### src/rtl/simd_issue_driver_if.sv
// Job / instruction / commit / fin bundle between the SIMD issue driver and its neighbours.
// slave = driver side, master = upstream job source plus downstream sink.
interface simd_issue_driver_if #(
    parameter int N_INST    = 16,
    parameter int MAX_WARP  = 8,
    parameter int N_PENDING = 4
);
    localparam int INST_BW = $clog2(N_INST + 1);
    localparam int WID_BW  = $clog2(MAX_WARP);
    localparam int CNT_BW  = $clog2(N_PENDING + 1);

    logic               job_rdy;
    logic               job_ack;
    logic [INST_BW-1:0] i_pc_beg;
    logic [INST_BW-1:0] i_pc_end;
    logic [WID_BW-1:0]  i_nwarp;
    logic               i_last;
    logic               inst_rdy;
    logic               inst_ack;
    logic [INST_BW-1:0] o_pc;
    logic [WID_BW-1:0]  o_warpid;
    logic               inst_commit_dval;
    logic               fin_rdy;
    logic               fin_ack;
    logic [CNT_BW-1:0]  o_pending;

    modport slave (
        input  job_rdy, i_pc_beg, i_pc_end, i_nwarp, i_last,
        input  inst_ack, inst_commit_dval, fin_ack,
        output job_ack, inst_rdy, o_pc, o_warpid, fin_rdy, o_pending
    );

    modport master (
        output job_rdy, i_pc_beg, i_pc_end, i_nwarp, i_last,
        output inst_ack, inst_commit_dval, fin_ack,
        input  job_ack, inst_rdy, o_pc, o_warpid, fin_rdy, o_pending
    );
endinterface

### src/rtl/simd_issue_driver.sv
// Expands (pc range x warp count) jobs into (pc, warpid) issues under an outstanding-instruction credit.
// Latency: job_ack combinational in IDLE, first issue one cycle later, then one issue per cycle.
// Backpressure: issue stalls at N_PENDING uncommitted; fin waits for all commits; jobs refused outside IDLE.
module simd_issue_driver #(
    parameter int N_INST     = 16,
    parameter int MAX_WARP   = 8,
    parameter int N_PENDING  = 4,
    parameter int WARP_INNER = 1
) (
    input  logic                i_clk,
    input  logic                i_rst_n,
    simd_issue_driver_if.slave  bus
);
    localparam int INST_BW = $clog2(N_INST + 1);
    localparam int WID_BW  = $clog2(MAX_WARP);
    localparam int CNT_BW  = $clog2(N_PENDING + 1);

    typedef enum logic [1:0] {IDLE, ISSUE, DRAIN} state_t;

    state_t             state;
    state_t             state_nxt;
    logic [INST_BW-1:0] pc;
    logic [INST_BW-1:0] pc_beg_r;
    logic [INST_BW-1:0] pc_end_r;
    logic [INST_BW-1:0] pc_last;
    logic [WID_BW-1:0]  warpid;
    logic [WID_BW-1:0]  nwarp_r;
    logic               last_r;
    logic [CNT_BW-1:0]  pending;
    logic               job_fire;
    logic               inst_fire;
    logic               fin_fire;
    logic               bypass;
    logic               last_pair;
    logic               commit;

    assign job_fire  = bus.job_rdy & bus.job_ack;
    assign inst_fire = bus.inst_rdy & bus.inst_ack;
    assign fin_fire  = bus.fin_rdy & bus.fin_ack;
    assign bypass    = (bus.i_pc_beg == bus.i_pc_end);
    assign pc_last   = pc_end_r - INST_BW'(1);
    assign last_pair = (pc == pc_last) && (warpid == nwarp_r);
    // A commit with nothing outstanding is ignored so the count cannot underflow.
    assign commit    = bus.inst_commit_dval && (pending != '0);

    always_ff @(posedge i_clk or negedge i_rst_n) begin
        if (!i_rst_n) begin
            state <= IDLE;
        end else begin
            state <= state_nxt;
        end
    end

    always_comb begin
        state_nxt = state;
        case (state)
            IDLE: begin
                if (job_fire) begin
                    if (!bypass)          state_nxt = ISSUE;
                    else if (bus.i_last)  state_nxt = DRAIN;
                    else                  state_nxt = IDLE;
                end
            end
            ISSUE: begin
                if (inst_fire && last_pair) state_nxt = last_r ? DRAIN : IDLE;
            end
            DRAIN: begin
                if (fin_fire) state_nxt = IDLE;
            end
            default: state_nxt = IDLE;
        endcase
    end

    // Credit is judged on the registered count; a same-cycle commit frees the slot next cycle.
    always_comb begin
        bus.job_ack  = 1'b0;
        bus.inst_rdy = 1'b0;
        bus.fin_rdy  = 1'b0;
        case (state)
            IDLE:    bus.job_ack  = bus.job_rdy & i_rst_n;
            ISSUE:   bus.inst_rdy = (pending != CNT_BW'(N_PENDING));
            DRAIN:   bus.fin_rdy  = (pending == '0);
            default: ;
        endcase
    end

    always_ff @(posedge i_clk or negedge i_rst_n) begin
        if (!i_rst_n) begin
            pc       <= '0;
            warpid   <= '0;
            pc_beg_r <= '0;
            pc_end_r <= '0;
            nwarp_r  <= '0;
            last_r   <= 1'b0;
        end else if (job_fire) begin
            pc_beg_r <= bus.i_pc_beg;
            pc_end_r <= bus.i_pc_end;
            nwarp_r  <= bus.i_nwarp;
            last_r   <= bus.i_last;
            pc       <= bus.i_pc_beg;
            warpid   <= '0;
        end else if (inst_fire) begin
            if (WARP_INNER != 0) begin
                if (warpid < nwarp_r) begin
                    warpid <= warpid + WID_BW'(1);
                end else begin
                    warpid <= '0;
                    pc     <= pc + INST_BW'(1);
                end
            end else begin
                if (pc < pc_last) begin
                    pc <= pc + INST_BW'(1);
                end else begin
                    pc     <= pc_beg_r;
                    warpid <= warpid + WID_BW'(1);
                end
            end
        end
    end

    always_ff @(posedge i_clk or negedge i_rst_n) begin
        if (!i_rst_n) begin
            pending <= '0;
        end else begin
            case ({inst_fire, commit})
                2'b10:   pending <= pending + CNT_BW'(1);
                2'b01:   pending <= pending - CNT_BW'(1);
                default: pending <= pending;
            endcase
        end
    end

    assign bus.o_pc      = pc;
    assign bus.o_warpid  = warpid;
    assign bus.o_pending = pending;

    a_job_order: assert property (@(posedge i_clk) disable iff (!i_rst_n)
        job_fire |-> (bus.i_pc_beg <= bus.i_pc_end));
    a_commit_underflow: assert property (@(posedge i_clk) disable iff (!i_rst_n)
        bus.inst_commit_dval |-> (pending != '0));
    a_pending_bound: assert property (@(posedge i_clk) disable iff (!i_rst_n)
        pending <= CNT_BW'(N_PENDING));
endmodule

### src/flat_wrapper.sv
// flat-port wrapper written by rule: the top's interface ports become plain ports
module simd_issue_driver_flat 
#(
    parameter int N_INST     = 16,
    parameter int MAX_WARP   = 8,
    parameter int N_PENDING  = 4,
    parameter int WARP_INNER = 1
)
  (i_clk, i_rst_n, bus_job_rdy, bus_i_pc_beg, bus_i_pc_end, bus_i_nwarp, bus_i_last, bus_inst_ack, bus_inst_commit_dval, bus_fin_ack, bus_job_ack, bus_inst_rdy, bus_o_pc, bus_o_warpid, bus_fin_rdy, bus_o_pending);
  simd_issue_driver_if #(.N_INST(N_INST), .MAX_WARP(MAX_WARP), .N_PENDING(N_PENDING)) bus_i ();
  input  logic i_clk;
  input  logic i_rst_n;
  input wire logic [$bits(bus_i.job_rdy)-1:0] bus_job_rdy;
  input wire logic [$bits(bus_i.i_pc_beg)-1:0] bus_i_pc_beg;
  input wire logic [$bits(bus_i.i_pc_end)-1:0] bus_i_pc_end;
  input wire logic [$bits(bus_i.i_nwarp)-1:0] bus_i_nwarp;
  input wire logic [$bits(bus_i.i_last)-1:0] bus_i_last;
  input wire logic [$bits(bus_i.inst_ack)-1:0] bus_inst_ack;
  input wire logic [$bits(bus_i.inst_commit_dval)-1:0] bus_inst_commit_dval;
  input wire logic [$bits(bus_i.fin_ack)-1:0] bus_fin_ack;
  output wire logic [$bits(bus_i.job_ack)-1:0] bus_job_ack;
  output wire logic [$bits(bus_i.inst_rdy)-1:0] bus_inst_rdy;
  output wire logic [$bits(bus_i.o_pc)-1:0] bus_o_pc;
  output wire logic [$bits(bus_i.o_warpid)-1:0] bus_o_warpid;
  output wire logic [$bits(bus_i.fin_rdy)-1:0] bus_fin_rdy;
  output wire logic [$bits(bus_i.o_pending)-1:0] bus_o_pending;
  assign bus_i.job_rdy = bus_job_rdy;
  assign bus_i.i_pc_beg = bus_i_pc_beg;
  assign bus_i.i_pc_end = bus_i_pc_end;
  assign bus_i.i_nwarp = bus_i_nwarp;
  assign bus_i.i_last = bus_i_last;
  assign bus_i.inst_ack = bus_inst_ack;
  assign bus_i.inst_commit_dval = bus_inst_commit_dval;
  assign bus_i.fin_ack = bus_fin_ack;
  assign bus_job_ack = bus_i.job_ack;
  assign bus_inst_rdy = bus_i.inst_rdy;
  assign bus_o_pc = bus_i.o_pc;
  assign bus_o_warpid = bus_i.o_warpid;
  assign bus_fin_rdy = bus_i.fin_rdy;
  assign bus_o_pending = bus_i.o_pending;
  simd_issue_driver #(.N_INST(N_INST), .MAX_WARP(MAX_WARP), .N_PENDING(N_PENDING), .WARP_INNER(WARP_INNER)) u_core (.i_clk(i_clk), .i_rst_n(i_rst_n), .bus(bus_i));
endmodule
### config.mk
export PLATFORM = sky130hd
export DESIGN_NAME = simd_issue_driver_flat
export DESIGN_NICKNAME = d
export VERILOG_FILES = /design/src/rtl/simd_issue_driver_if.sv /design/src/rtl/simd_issue_driver.sv /design/src/flat_wrapper.sv
export SDC_FILE = /design/constraint.sdc
export NUM_CORES = 1
export LEC_CHECK = 0
export BUFFER_PORTS_ARGS = -buffer_cell sky130_fd_sc_hd__buf_2
export CORE_MARGIN = 4
export CORE_UTILIZATION = 34
export CTS_BUF_LIST = sky130_fd_sc_hd__clkbuf_2 sky130_fd_sc_hd__clkbuf_4 sky130_fd_sc_hd__clkbuf_8
export DETAILED_ROUTE_END_ITERATION = 6
export GPL_TIMING_DRIVEN = 0
export PLACE_DENSITY = 0.54
export SYNTH_ARGS = -nofsm -noshare
export SYNTH_HDL_FRONTEND = slang
export SYNTH_SLANG_ARGS = --single-unit
### constraint.sdc
create_clock -name i_clk -period 3.06 [get_ports i_clk]
set_input_delay 0.306 -clock i_clk [delete_from_list [all_inputs] [get_ports i_clk]]
set_output_delay 0.306 -clock i_clk [all_outputs]
set_load 0.02 [all_outputs]
==> results of run 1 <==
==> state kept, by name, summed over array words and instances (netlist names) <==
register              cells
u_core.pc_end_r           5
u_core.state              2
u_core.last_r             1
u_core.bus.o_pending      3
u_core.bus.o_warpid       3
u_core.nwarp_r            3
u_core.bus.o_pc           5
==> worst reg2reg max path, stage by stage, from the launching register on <==
cell and delay [ns]:
dfrtp_1 0.44, or3b_1 0.40, and3_4 0.20, inv_2 0.07, buf_6 0.13, ha_1 0.18
inv_1 0.06, fa_1 0.37, xor2_1 0.15, nor2_1 0.11, xor2_1 0.16
==> area by class of cell <==
class / instances / area [µm²] / share of cell area
repair buffers: 33 / 165 / 0.102
plain buffers: 5 / 26.3 / 0.0162
well taps: 48 / 60.1 / 0.0370
clock buffers: 4 / 55.1 / 0.0339
multi-input cells: 106 / 709 / 0.437
flip-flops and latches: 22 / 551 / 0.339
inverters: 15 / 56.3 / 0.0347
==> how the worst max path moves through the flow <==
stage / endpoint / cells after the start / startpoint
after floorplan: u_core.bus.o_pending[2]$_DFFE_PN0P_ / 10 / u_core.bus.o_pending[1]$_DFFE_PN0P_
after global placement: u_core.bus.o_pending[2]$_DFFE_PN0P_ / 10 / u_core.bus.o_pending[1]$_DFFE_PN0P_
after detailed placement: u_core.bus.o_pending[2]$_DFFE_PN0P_ / 10 / u_core.bus.o_pending[1]$_DFFE_PN0P_
after CTS: u_core.bus.o_pending[2]$_DFFE_PN0P_ / 10 / u_core.bus.o_pending[1]$_DFFE_PN0P_
after global routing: u_core.bus.o_pending[2]$_DFFE_PN0P_ / 10 / u_core.bus.o_pending[1]$_DFFE_PN0P_
final: u_core.bus.o_pending[2]$_DFFE_PN0P_ / 10 / u_core.bus.o_pending[1]$_DFFE_PN0P_
==> metrics by stage <==
step                      hold WS, ns  instance area (µm²)  power, mW
after floorplan                0.0104                 1340       1.17
after global placement          0.310                 1570       1.38
after detailed placement        0.311                 1570       1.40
after CTS                      0.0199                 1620       1.63
after global routing           0.0510                 1620       1.77
final                         0.00835                 1620       1.60
==> synthesized netlist by cell type, types with 2 or more instances <==
cell type	number
ha_1	7
nor2_1	4
a211oi_1	2
nand3_1	4
a31oi_1	2
clkbuf_1	4
dfrtp_1	22
inv_1	14
nand2b_1	3
xnor2_1	10
a21oi_1	9
nand2_1	24
nor2b_1	2
xor2_1	6
o21ai_0	10
nor3_1	3
==> routing by layer <==
layer	global-route usage	vias up	part of all wire
li1	-	575	-
met1	0.180	540	0.47
met2	0.223	31	0.47
met3	0.0213	5	0.054
met4	0.0438	0	0.014
met5	0	-	0
==> kinds of logic (layout without fill, tap and decap cells) <==
group / after synthesis / in the layout / share of synthesized area
AO/OA/AOI/OAI: 31 / 31 / 0.143
XOR/XNOR: 16 / 16 / 0.104
adder cells (fa/ha/maj): 8 / 8 / 0.0801
buffers and inverters: 20 / 57 / 0.0615
flip-flops: 22 / 22 / 0.410
AND/OR/NAND/NOR: 51 / 51 / 0.201
==> power groups by stage <==
| stage | Sequential, mW | Clock, mW | Combinational (mW) |
|---|---|---|---|
| floorplan | 0.628 | 0 | 0.538 |
| global placement | 0.562 | 0 | 0.814 |
| detailed placement | 0.571 | 0 | 0.831 |
| CTS | 0.565 | 0.222 | 0.838 |
| global route | 0.591 | 0.234 | 0.941 |
| finish | 0.565 | 0.210 | 0.825 |
==> metrics, run 1 <==
Critical Path, Cell by Cell=or3b_1 -> and3_4 -> inv_2 -> buf_6 -> ha_1 -> inv_1 -> fa_1 -> xor2_1 -> nor2_1 -> xor2_1; EDFF count, synth=0; Die Wd=70.8 µm; post-CTS setup buffers=0; Die Area=5020 µm²; global-route wire length before repair=5530 µm; Overflow after GRT=0; fraction of layout cells with a size suffix above 1=0.238; slew margin rel.=0.654; fraction of registers with async set/reset=1.00; final setup margin=0.723 ns; cell taking the most area after synthesis=dfrtp_1; drt drc=0; largest net degree at the start of global routing=24; via count=1151; Crit path largest cell delay=0.44 ns; latest clock arrival within the worst-skew pair=0.26 ns; die height=70.8 µm; synthesized instance count=148; final net count=214; Ys Warns=0; syn avg cell area=9.07 µm²; total track usage=0.135; CP Data Arrival Time=2.53 ns; fmax=0.428 GHz; Resized cells post-CTS=0; Max Cap Viol=0; Clock Sinks=22; switching share of power=0.440; Hold Crit Class=primary input to async pin; switching power=704 µW; Worst R2R End=u_core.bus.o_pending[2]$_DFFE_PN0P_; CTS H-Tree Depth=1; clk slew on worst S/H paths=0.08 ns; crit path launch type=flip-flop; reg2reg start=u_core.bus.o_pending[1]$_DFFE_PN0P_; Final setup violation count=0; TritonCTS clock tree=built; DRT antenna net count=0; worst slew pin tran=0.519 ns; via/cell ratio=4.94; ranking of synthesized cells by area=dfrtp_1 41%, nand2_1 6.7%, ha_1 6.5%, xnor2_1 6.5%, inv_1 3.9%; clock share of power=0.131; Max Slew Vio Count=0; Leakage=0.759 nW; FF+latch count, synth=22; Avg WL per Cell=13.4 µm; io pins=34; hold buffer count at cts=0; final WL=3120 µm; P&R area growth vs syn=20.9%; VDD IR-drop max=0.357 mV; crit path buf inv count=3; final cell count without fillers=233; Fillers=418; number of CTS-inserted buffers=3; post-synthesis cell area=1340 µm²; Comb pwr share=0.515; Post-Place Setup Slack=0.742 ns; Critical Path RT=3.25 ns; Initial DRC Count=30; commonest non-fill, non-tap cell in the layout=buf_2; fin crit period=2.34 ns; CP max FO=10; Max Buffers Root-to-Sink=2; Pre-Repair DR Iteration Count=4; crit end category=flip-flop; commonest non-fill, non-tap cells in the layout=33 x buf_2, 24 x nand2_1, 22 x dfrtp_1; RSZ-0062 raised after global routing=false; Yosys cell types=38; Synth top area share=0.410; hpwl dp=2450 µm; critical path's most frequent cell=xor2_1; Seq pwr share=0.353; Core Util, Final=0.433; R2R depth=10; post-route setup TNS=0 ns; Core ar.=3740 µm²; ant diodes=0; Worst path slowest cell=dfrtp_1; CP top delay family=simple AND/OR/NAND/NOR gates; kind of critical path=flip-flop to flip-flop; Pwr Density=986 nW/µm²; Final period util=0.764; Fin. Hold Viols=0; placer congestion estimate=0.804; status=completed; CTS Root Cell=clkbuf_8; R2R Setup Slk=0.72 ns; Row Count=22; Pint=896 µW; # port buffers=33; Net Count, Synth=176; ys flop type=dfrtp_1; dpl cells=229; initial antenna violation count=0; final setup skew=0.00191 ns; Seq/Total Area, Yosys=0.410; vias in the first global route=1224; Starting Density=0.359
Note: power is estimated with default switching activity, not from simulation.
==> inputs of run 2 (changes only) <==
- ABC_AREA: unset -> 1
- clock period: 3.06 -> 2.4 ns (I/O delays scaled with it)
==> metrics, run 2 <==
status=completed; Worst Hold Margin=0.167 ns; Seq/Total Area, Yosys=0.369; fraction of registers with async set/reset=1.00; ys flop type=dfrtp_1; EDFF count, synth=0; final net count=264; R2R Setup Slk=0.42 ns; ranking of synthesized cells by area=dfrtp_1 37%, nand2_1 15%, inv_1 7.3%, ha_1 5.9%, o21ai_0 5.0%; Ys Warns=0; drt drc=0; RSZ-0062 raised after global routing=false; mux share of post-synthesis cell area=0; hpwl dp=2730 µm; Die Area=5510 µm²; Pre-Repair DR Iteration Count=4; Post-synth top cells=58 x nand2_1, 29 x inv_1, 22 x dfrtp_1, 15 x o21ai_0, 14 x nand3_1; ant diodes=0; fmax=0.453 GHz; Fin. Hold Viols=0; Worst R2R End=u_core.bus.o_pending[2]$_DFFE_PN0P_; commonest non-fill, non-tap cells in the layout=58 x nand2_1, 33 x buf_2, 29 x inv_1; hold buffer count at cts=1; Core ar.=4120 µm²; Yosys cell types=27; CP max FO=23; fraction of layout cells with a size suffix above 1=0.209; Overflow after GRT=0; crit end category=primary output; Compound-Gate Fraction of Synth Area=0.101; io pins=34; Resized cells post-CTS=0; Leakage=0.973 nW; final WL=3420 µm; synthesized instance count=197; Worst Hold End=u_core.nwarp_r[0]$_DFFE_PN0P_; R2R depth=9; via/cell ratio=4.75; Fillers=451; final setup skew=0.00712 ns; global-route wire length before repair=5620 µm; clk slew on worst S/H paths=0.08 ns; number of CTS-inserted buffers=3; TritonCTS clock tree=built; Max Cap Viol=0; fin crit period=2.21 ns; hold_sp=bus_i_nwarp[0]; Final setup violation count=0; post-CTS setup buffers=0; latest clock arrival within the worst-skew pair=0.27 ns; Die Wd=74.3 µm; slew margin rel.=0.624; Net Count, Synth=225; Avg WL per Cell=12.0 µm; P&R area growth vs syn=20.7%; Row Count=23; post-synthesis simple-gate area fraction=0.314; largest net degree at the start of global routing=24; Clock Sinks=22; CTS Root Cell=clkbuf_8; CTS H-Tree Depth=1; DRT antenna net count=0; most numerous cell in the Yosys netlist=nand2_1; # port buffers=33; CP Data Arrival Time=1.97 ns; reg2reg start=u_core.bus.o_pending[0]$_DFFE_PN0P_; initial antenna violation count=0; crit path launch type=primary input; Starting Density=0.363; total track usage=0.133; Critical Path RT=2.16 ns; Synth top area share=0.369; VDD IR-drop max=0.550 mV; kind of critical path=primary input to primary output; via count=1353; Final period util=0.919; post-route setup TNS=0 ns; Pwr Density=1350 nW/µm²; syn avg cell area=7.58 µm²; Synth Area in XOR/XNOR=0.0528; Hold Crit Class=primary input to flip-flop; worst slew pin tran=0.563 ns; post-synthesis cell area=1490 µm²; vias in the first global route=1191; sequential cell area=551 µm²; cell taking the most area after synthesis=dfrtp_1; Initial DRC Count=84; Core Util, Final=0.438; Max Slew Vio Count=0; main combinational cell family by area after synthesis=simple AND/OR/NAND/NOR gates; placer congestion estimate=0.755; die height=74.3 µm; Synth Area in Adders=0.0721; FF+latch count, synth=22; Multi-input gate area=806 µm²; Max Buffers Root-to-Sink=2; Min-Delay Path Depth=3; commonest non-fill, non-tap cell in the layout=nand2_1
-- run 2: worst max-delay path by stage --
stage                                                    from                                   to  slack, ns  depth (start not counted)
after CTS                                             i_rst_n                          bus_job_ack       0.13                          6
after floorplan           u_core.bus.o_pending[0]$_DFFE_PN0P_  u_core.bus.o_pending[2]$_DFFE_PN0P_       0.49                          9
after detailed placement  u_core.bus.o_pending[0]$_DFFE_PN0P_  u_core.bus.o_pending[2]$_DFFE_PN0P_       0.44                          9
final                                                 i_rst_n                          bus_job_ack       0.19                          6
after global routing                                  i_rst_n                          bus_job_ack      0.002                          6
after global placement    u_core.bus.o_pending[0]$_DFFE_PN0P_  u_core.bus.o_pending[2]$_DFFE_PN0P_       0.48                          9
-- run 2: kinds of logic after synthesis --
group,count (synthesis)
flip-flops,22
AND/OR/NAND/NOR,97
buffers and inverters,34
adder cells (fa/ha/maj),8
AO/OA/AOI/OAI,27
XOR/XNOR,9
-- run 2: worst max-delay path, stage by stage --
cell	delay [ns]
dlygate4sd3_1	0.52
buf_2	0.47
nand3_4	0.20
inv_4	0.17
buf_4	0.19
buf_2	0.17
-- run 2: final cells by class --
cell class | instances | area share
repair buffers | 34 | 0.0972
clock buffers | 3 | 0.0229
flip-flops and latches | 22 | 0.306
plain buffers | 2 | 0.00625
well taps | 50 | 0.0347
clock inverters | 1 | 0.0167
multi-input cells | 141 | 0.447
inverters | 32 | 0.0694
-- run 2: report_power, final --
part	leakage, nW	internal (mW)	switching [mW]
Combinational	0.666	0.508	0.828
Sequential	0.272	0.552	0.192
Clock	0.0357	0.223	0.136
-- run 2: metrics by stage --
step	power, mW	instance area (µm²)	worst slack (ns)	std cells
finish	2.44	1800	0.195	285
global route	2.67	1800	0.00150	285
CTS	2.47	1800	0.129	285
detailed placement	2.10	1720	0.437	280
global placement	2.07	1720	0.480	280
floorplan	1.75	1490	0.494	197
-- run 2: routing by layer --
metal,up-vias,GRT usage,share of wire
met5,-,0,0
met4,0,0.0237,0.0047
met3,2,0.0324,0.049
met2,29,0.207,0.46
met1,626,0.191,0.48
li1,696,-,-
